### src/rtl/fp_pkg.sv
// Shared definitions for the shader-core FP datapath: op encoding and default
// operand format.
package fp_pkg;

  typedef enum logic [1:0] {
    FP_ADD = 2'b00,
    FP_MAX = 2'b01,
    FP_MIN = 2'b10,
    FP_SUB = 2'b11
  } fp_op_e;

  localparam int FP_EXP_W = 8;
  localparam int FP_MAN_W = 15;

  typedef struct packed {
    logic                sign;
    logic [FP_EXP_W-1:0] exp;
    logic [FP_MAN_W-1:0] man;
  } fp_t;

endpackage

### src/rtl/fp_lzc.sv
// Combinational leading-zero counter; an all-zero input reports 0 and must be
// detected separately by the caller.
module fp_lzc #(
  parameter  int W  = 20,
  localparam int CW = $clog2(W)
) (
  input  logic [W-1:0]  in_i,
  output logic [CW-1:0] cnt_o
);

  always_comb begin
    cnt_o = '0;
    // Scanning upward lets the most significant set bit win.
    for (int unsigned i = 0; i < W; i++) begin
      if (in_i[i]) cnt_o = CW'(W - 1 - i);
    end
  end

endmodule

### src/rtl/fp_addsub_pipe.sv
// Three-stage FP add/sub/max/min with global-stall valid/ready handshake,
// truncating rounding, flush-to-zero and overflow-to-infinity.
module fp_addsub_pipe
  import fp_pkg::*;
#(
  parameter  int EXP_W = FP_EXP_W,
  parameter  int MAN_W = FP_MAN_W,
  parameter  int TAG_W = 4,
  localparam int WIDTH = 1 + EXP_W + MAN_W
) (
  input  logic             clk_i,
  input  logic             rst_i,
  input  logic             valid_i,
  output logic             ready_o,
  input  logic [3:0]       op_i,
  input  logic [WIDTH-1:0] a_i,
  input  logic [WIDTH-1:0] b_i,
  input  logic [TAG_W-1:0] tag_i,
  output logic             valid_o,
  input  logic             ready_i,
  output logic [WIDTH-1:0] result_o,
  output logic [TAG_W-1:0] tag_o,
  output logic             ovf_o
);

  localparam int AW  = MAN_W + 4;
  localparam int SW  = MAN_W + 5;
  localparam int LZW = $clog2(SW);
  localparam int EW  = EXP_W + 2;
  localparam logic signed [EW-1:0] E_ONE  = EW'(1);
  localparam logic signed [EW-1:0] E_ZERO = '0;
  localparam logic signed [EW-1:0] E_MAX  = EW'((1 << EXP_W) - 1);

  typedef struct packed {
    logic             sign;
    logic [EXP_W-1:0] exp;
    logic [MAN_W-1:0] man;
  } val_t;

  logic en;

  // Stage 1 combinational: decode, magnitude compare, align, max/min select.
  fp_op_e                   op;
  val_t                     a, b, mx, mn;
  logic                     a_zero, b_zero, mx_zero, mn_zero;
  logic                     a_is_max, b_gt_a, b_lt_a;
  logic [EXP_W+MAN_W-1:0]   mag_a, mag_b;
  logic [EXP_W-1:0]         diff;
  logic [AW-1:0]            mx_f_d, mn_f_d;
  logic                     pass_d, same_d;
  logic [WIDTH-1:0]         mm_res_d;

  always_comb begin
    op = fp_op_e'(op_i[1:0]);
    a  = a_i;
    b  = b_i;
    if (op == FP_SUB) b.sign = ~b.sign;
    a_zero   = (a.exp == '0);
    b_zero   = (b.exp == '0);
    mag_a    = a_zero ? '0 : {a.exp, a.man};
    mag_b    = b_zero ? '0 : {b.exp, b.man};
    a_is_max = (mag_a >= mag_b);
    mx       = a_is_max ? a : b;
    mn       = a_is_max ? b : a;
    mx_zero  = a_is_max ? a_zero : b_zero;
    mn_zero  = a_is_max ? b_zero : a_zero;
    same_d   = (mx.sign == mn.sign);
    diff     = mx.exp - mn.exp;
    mx_f_d   = mx_zero ? '0 : {1'b1, mx.man, 3'b000};
    mn_f_d   = mn_zero ? '0 : {1'b1, mn.man, 3'b000};
    if (32'(diff) >= 32'(AW)) mn_f_d = '0;
    else                      mn_f_d = mn_f_d >> diff;

    if (a.sign != b.sign) begin
      b_gt_a = ~b.sign;
      b_lt_a = b.sign;
    end else if (!a.sign) begin
      b_gt_a = (mag_b > mag_a);
      b_lt_a = (mag_b < mag_a);
    end else begin
      b_gt_a = (mag_b < mag_a);
      b_lt_a = (mag_b > mag_a);
    end
    pass_d   = (op == FP_MAX) || (op == FP_MIN);
    mm_res_d = (op == FP_MAX) ? (b_gt_a ? b_i : a_i) : (b_lt_a ? b_i : a_i);
  end

  logic             s1_valid_q, s1_pass_q, s1_same_q, s1_sign_q;
  logic [TAG_W-1:0] s1_tag_q;
  logic [WIDTH-1:0] s1_res_q;
  logic [EXP_W-1:0] s1_exp_q;
  logic [AW-1:0]    s1_mx_q, s1_mn_q;

  // Stage 2 combinational: magnitude add or subtract.
  logic [SW-1:0] sum_d;

  always_comb begin
    if (s1_same_q) sum_d = {1'b0, s1_mx_q} + {1'b0, s1_mn_q};
    else           sum_d = {1'b0, s1_mx_q} - {1'b0, s1_mn_q};
  end

  logic             s2_valid_q, s2_pass_q, s2_same_q, s2_sign_q;
  logic [TAG_W-1:0] s2_tag_q;
  logic [WIDTH-1:0] s2_res_q;
  logic [EXP_W-1:0] s2_exp_q;
  logic [SW-1:0]    s2_sum_q;

  // Stage 3 combinational: normalise and pack.
  logic [LZW-1:0]       lzc;
  logic [SW-1:0]        sh;
  logic signed [EW-1:0] e;
  logic [WIDTH-1:0]     res_d;
  logic                 ovf_d;
  logic                 unused_bits;

  fp_lzc #(.W(SW)) u_lzc (
    .in_i  (s2_sum_q),
    .cnt_o (lzc)
  );

  // Counting from the carry bit folds the carry case (lzc=0 -> exp+1) and the
  // left-normalise case (exp+1-lzc) into one shift and one exponent update.
  always_comb begin
    sh    = s2_sum_q << lzc;
    e     = $signed({2'b00, s2_exp_q}) + E_ONE - $signed({{(EW-LZW){1'b0}}, lzc});
    ovf_d = 1'b0;
    if (s2_pass_q) begin
      res_d = s2_res_q;
    end else if (s2_sum_q == '0) begin
      res_d = {s2_same_q & s2_sign_q, {(WIDTH-1){1'b0}}};
    end else if (e >= E_MAX) begin
      res_d = {s2_sign_q, {EXP_W{1'b1}}, {MAN_W{1'b0}}};
      ovf_d = 1'b1;
    end else if (e <= E_ZERO) begin
      res_d = {s2_sign_q, {(WIDTH-1){1'b0}}};
    end else begin
      res_d = {s2_sign_q, e[EXP_W-1:0], sh[SW-2 -: MAN_W]};
    end
  end

  assign unused_bits = ^{op_i[3:2], sh[SW-1], sh[SW-2-MAN_W:0]};

  logic             valid_q, ovf_q;
  logic [WIDTH-1:0] res_q;
  logic [TAG_W-1:0] tag_q;

  assign en       = ~valid_q | ready_i;
  assign ready_o  = en;
  assign valid_o  = valid_q;
  assign result_o = res_q;
  assign tag_o    = tag_q;
  assign ovf_o    = ovf_q;

  always_ff @(posedge clk_i) begin
    if (rst_i) begin
      s1_valid_q <= 1'b0; s1_pass_q <= 1'b0; s1_same_q <= 1'b0; s1_sign_q <= 1'b0;
      s1_tag_q   <= '0;   s1_res_q  <= '0;   s1_exp_q  <= '0;
      s1_mx_q    <= '0;   s1_mn_q   <= '0;
      s2_valid_q <= 1'b0; s2_pass_q <= 1'b0; s2_same_q <= 1'b0; s2_sign_q <= 1'b0;
      s2_tag_q   <= '0;   s2_res_q  <= '0;   s2_exp_q  <= '0;   s2_sum_q  <= '0;
      valid_q    <= 1'b0; ovf_q     <= 1'b0; res_q     <= '0;   tag_q     <= '0;
    end else if (en) begin
      s1_valid_q <= valid_i;
      s1_pass_q  <= pass_d;
      s1_same_q  <= same_d;
      s1_sign_q  <= mx.sign;
      s1_tag_q   <= tag_i;
      s1_res_q   <= mm_res_d;
      s1_exp_q   <= mx.exp;
      s1_mx_q    <= mx_f_d;
      s1_mn_q    <= mn_f_d;

      s2_valid_q <= s1_valid_q;
      s2_pass_q  <= s1_pass_q;
      s2_same_q  <= s1_same_q;
      s2_sign_q  <= s1_sign_q;
      s2_tag_q   <= s1_tag_q;
      s2_res_q   <= s1_res_q;
      s2_exp_q   <= s1_exp_q;
      s2_sum_q   <= sum_d;

      valid_q    <= s2_valid_q;
      ovf_q      <= ovf_d;
      res_q      <= res_d;
      tag_q      <= s2_tag_q;
    end
  end

endmodule

### config.mk
export PLATFORM = sky130hd
export DESIGN_NAME = fp_addsub_pipe
export DESIGN_NICKNAME = d
export VERILOG_FILES = /design/src/rtl/fp_pkg.sv /design/src/rtl/fp_lzc.sv /design/src/rtl/fp_addsub_pipe.sv
export SDC_FILE = /design/constraint.sdc
export NUM_CORES = 1
export LEC_CHECK = 0
export CORE_MARGIN = 3
export CORE_UTILIZATION = 53
export CTS_CLUSTER_DIAMETER = 80
export CTS_CLUSTER_SIZE = 30
export DETAILED_ROUTE_END_ITERATION = 10
export PLACE_DENSITY = 0.83
export SLEW_MARGIN = 20
export SYNTH_ARGS = -nofsm -noshare
export SYNTH_HDL_FRONTEND = slang
export SYNTH_SLANG_ARGS = --single-unit
### constraint.sdc
create_clock -name clk_i -period 6.88 [get_ports clk_i]
set_input_delay 1.376 -clock clk_i [delete_from_list [all_inputs] [get_ports clk_i]]
set_output_delay 1.376 -clock clk_i [all_outputs]
set_load 0.01 [all_outputs]
==> impl_results.md <==
- Worst hold slack: 0.4519 ns
- Gate Count Post-Synth: 1452
- Clock Skews: 0.01126 ns
- Pwr Density: about 270 nW/um2
- Inserted Clock Buffers: 17
- Avg Cell Area, Syn: 7.790 um2
- Crit Path Class: input pin to register
- Largest net degree at the start of global routing: 103
- Root Buffer: clkbuf_16
- CTS sink count: 165
- Rel. slew slack: 29.79%
- Prevailing post-synth register cell: dfxtp_1
- Routed WL: 32090 um
- Fraction of registers with async set/reset: 0%
- Post-CTS setup buffer count: 0
- Synth Register Bits: 165
- Max_cap viols: 0
- Worst-Skew Late Latency: 0.43 ns
- P&R area growth vs syn: 15.84%
- DR pass1 iterations: 6
- Max Slew Vio Count: 0
- Worst Setup End Kind: register
- Post-CTS Hold Fix Bufs: 0
- Worst-Margin Slew: around 1.0 ns
- Fillers: 1757
- Tightest Hold Check Type: register to register
- Dpl hpwl: 23600 um
- Setup tns final: 0 ns
- Fin. Hold Viols: 0
- Max clock buf depth: 2
- Initial Util: between 50% and 60%
- Tcrit/Tclk final: 94.86%
- Max frequency: 0.1532 GHz
- Via density: 6.171
- Peak supply drop: 0.1662 mV
- Net Count, Synth: 1570
- Nets: 1623
- Width of the die: roughly 150 um
- Worst setup SP type: input pin
- Core Rows: between 50 and 60
- Setup violators final: 0
- Post-Syn Area: 11310 um2
- GRT Total Usage: between 20% and 30%
- Area of placed instances: 12540 um2
- GP Congestion: 0.9576
- Resized Gates After CTS: 0
- Final instance area: between 10000 and 15000 um2
- Remaining Overflow, GRT: 0
- CTS HTree Levels: 4
- CTS tree: built
- Post-DRT Antenna Nets: 0
- LEAKAGE: 5.469 nW
- Worst Path Required: 7.23 ns
- CTS clk-pin slew, worst paths: 0.07 ns
- # DRC: 0
- Worst Path Max Fanout: 17
- Layout cells sized above 1: 8.564%
- Port bufs: 88
- I/O pin count: just over 90
- Via count: 11.03k
- Initial antenna violation count: 1
- Die Y: 152.1 um
- Routed len/inst: ~18 um
- Data arrival time of the worst path: 6.88 ns
- Synth warnings: 0
- Count of cell types in the netlist: just over 80
- Starting DRT DRC Count: 1070
- Post-synth EDFFs: 0
- Number of global-route vias before repair: 10.24k
- Core ar.: 20620 um2
- RSZ-0062 raised after global routing: false
- Post-layout minimum cycle time: 6.527 ns
- First-pass GRT wire length: 51970 um
- Status: finished, final reports clean
- Share of the yosys chip area belonging to registers: 29.20%
- Die Area: 23130 um2
- Antenna diodes: 0
logic make-up (layout without fill, tap and decap cells):
logic type | count (synthesis) | count (layout) | synth area share, %
buf+inv | 141 | 207 | 4.757
simple gates | 533 | 533 | 21.59
xor+xnor | 44 | 44 | 3.407
mux | 117 | 117 | 11.40
flops | 165 | 165 | 29.20
fa+ha+maj | 62 | 62 | 6.947
compound gates | 390 | 390 | 22.69
area by class of cell:
class | instances | area (um2) | area share (%)
timing repair buffer | 137 | 1246 | 9.511
multi-input combinational | 1146 | 7503 | 57.27
inverter | 38 | 147.6 | 1.127
tap | 270 | 337.8 | 2.578
sequential | 165 | 3303 | 25.21
clock buffer | 18 | 429.2 | 3.275
clock inverter | 14 | 135.1 | 1.031
report_power, final:
part / internal [mW] / switching, mW / leakage [nW]
Sequential: 1.06 / 0.0884 / 1.36
Clock: 0.480 / 0.426 / 0.265
Combinational: 0.634 / 0.860 / 3.85
metrics by stage:
step | utilization (%) | cells | worst slack [ns] | power (mW)
after global routing | 63.53 | 1788 | 0.01585 | 3.752
after floorplan | - | 1452 | 0.005689 | 2.198
final | 63.53 | 1788 | 0.3535 | 3.544
after detailed placement | 60.79 | 1756 | 0.03168 | 2.623
after global placement | 60.79 | 1756 | 0.1452 | 2.593
after CTS | 63.53 | 1788 | 0.4387 | 3.529
cells in the mapped netlist, drive strengths merged, types with 11 or more instances:
cell type	number	area, um2
a211oi	43	322.8
a21oi	153	769.5
xnor2	23	201.4
clkbuf	86	322.8
nor3	22	121.4
nand2	225	844.6
o211ai	13	97.59
mux2	15	168.9
ha	56	700.7
nand2b	13	81.33
inv	37	138.9
dfxtp	165	3303
nor4	11	68.82
a311oi	26	227.7
and2	23	143.9
nand3	40	200.2
o21ai	50	254.0
buf	17	72.57
nand4	11	68.82
nor2	130	490.5
nor2b	15	93.84
mux2i	94	940.9
xor2	21	183.9
layer usage:
layer,vias up,GRT usage (%),part of all wire [%]
li1,5365,-,-
met1,5153,37.25,45
met2,442,42.46,46
met3,72,4.437,6.8
met4,2,9.418,2.5
met5,-,0,0.041
cell usage in the layout, fill, tap and decap left out, types with 23 or more instances in the layout:
| cell type | n |
|---|---|
| dfxtp_1 | 165 |
| and2_1 | 23 |
| clkdlybuf4s50_1 | 87 |
| o21ai_0 | 48 |
| a21oi_1 | 152 |
| nand3_1 | 39 |
| buf_4 | 50 |
| ha_1 | 56 |
| inv_1 | 34 |
| mux2i_1 | 94 |
| nor2_1 | 129 |
| a311oi_1 | 25 |
| a211oi_1 | 43 |
| nand2_1 | 224 |
sequential cells by signal, summed over array words and instances (netlist names), 8 cells and up:
register / cells
s2_res_q: 24
s2_exp_q: 8
s2_sum_q: 20
s1_exp_q: 8
s1_mx_q: 16
result_o: 24
s1_res_q: 24
s1_mn_q: 19
final timing paths:
kind / end / slack (ns) / start / cells past startpoint
worst max register to register: result_o[4] / 1.79 / s2_sum_q[0] / 21
worst max-delay path: s1_mn_q[18] / 0.35 / b_i[19] / 23
worst min-delay path: s1_tag_q[3] / 0.45 / s1_tag_q[3] / 2
worst min register to register: s1_tag_q[3] / 0.45 / s1_tag_q[3] / 2
worst max-delay path, cell delays in order:
cell	delay [ns]
clkdlybuf4s50_1	0.47
nor4_1	0.28
nand2_1	0.09
buf_4	0.21
and2_1	0.20
ha_1	0.32
a21oi_1	0.14
o21ai_0	0.25
a22oi_1	0.36
nand3_2	0.13
nand2_2	0.13
nor2_1	0.06
a21oi_1	0.12
ha_1	0.22
nor2_1	0.09
maj3_2	0.31
maj3_2	0.34
o2111a_1	0.15
a211oi_1	0.21
o211ai_1	0.19
or4b_4	0.56
or4_1	0.49
a21oi_1	0.15
No activity file was read; power rests on OpenSTA's default activity.
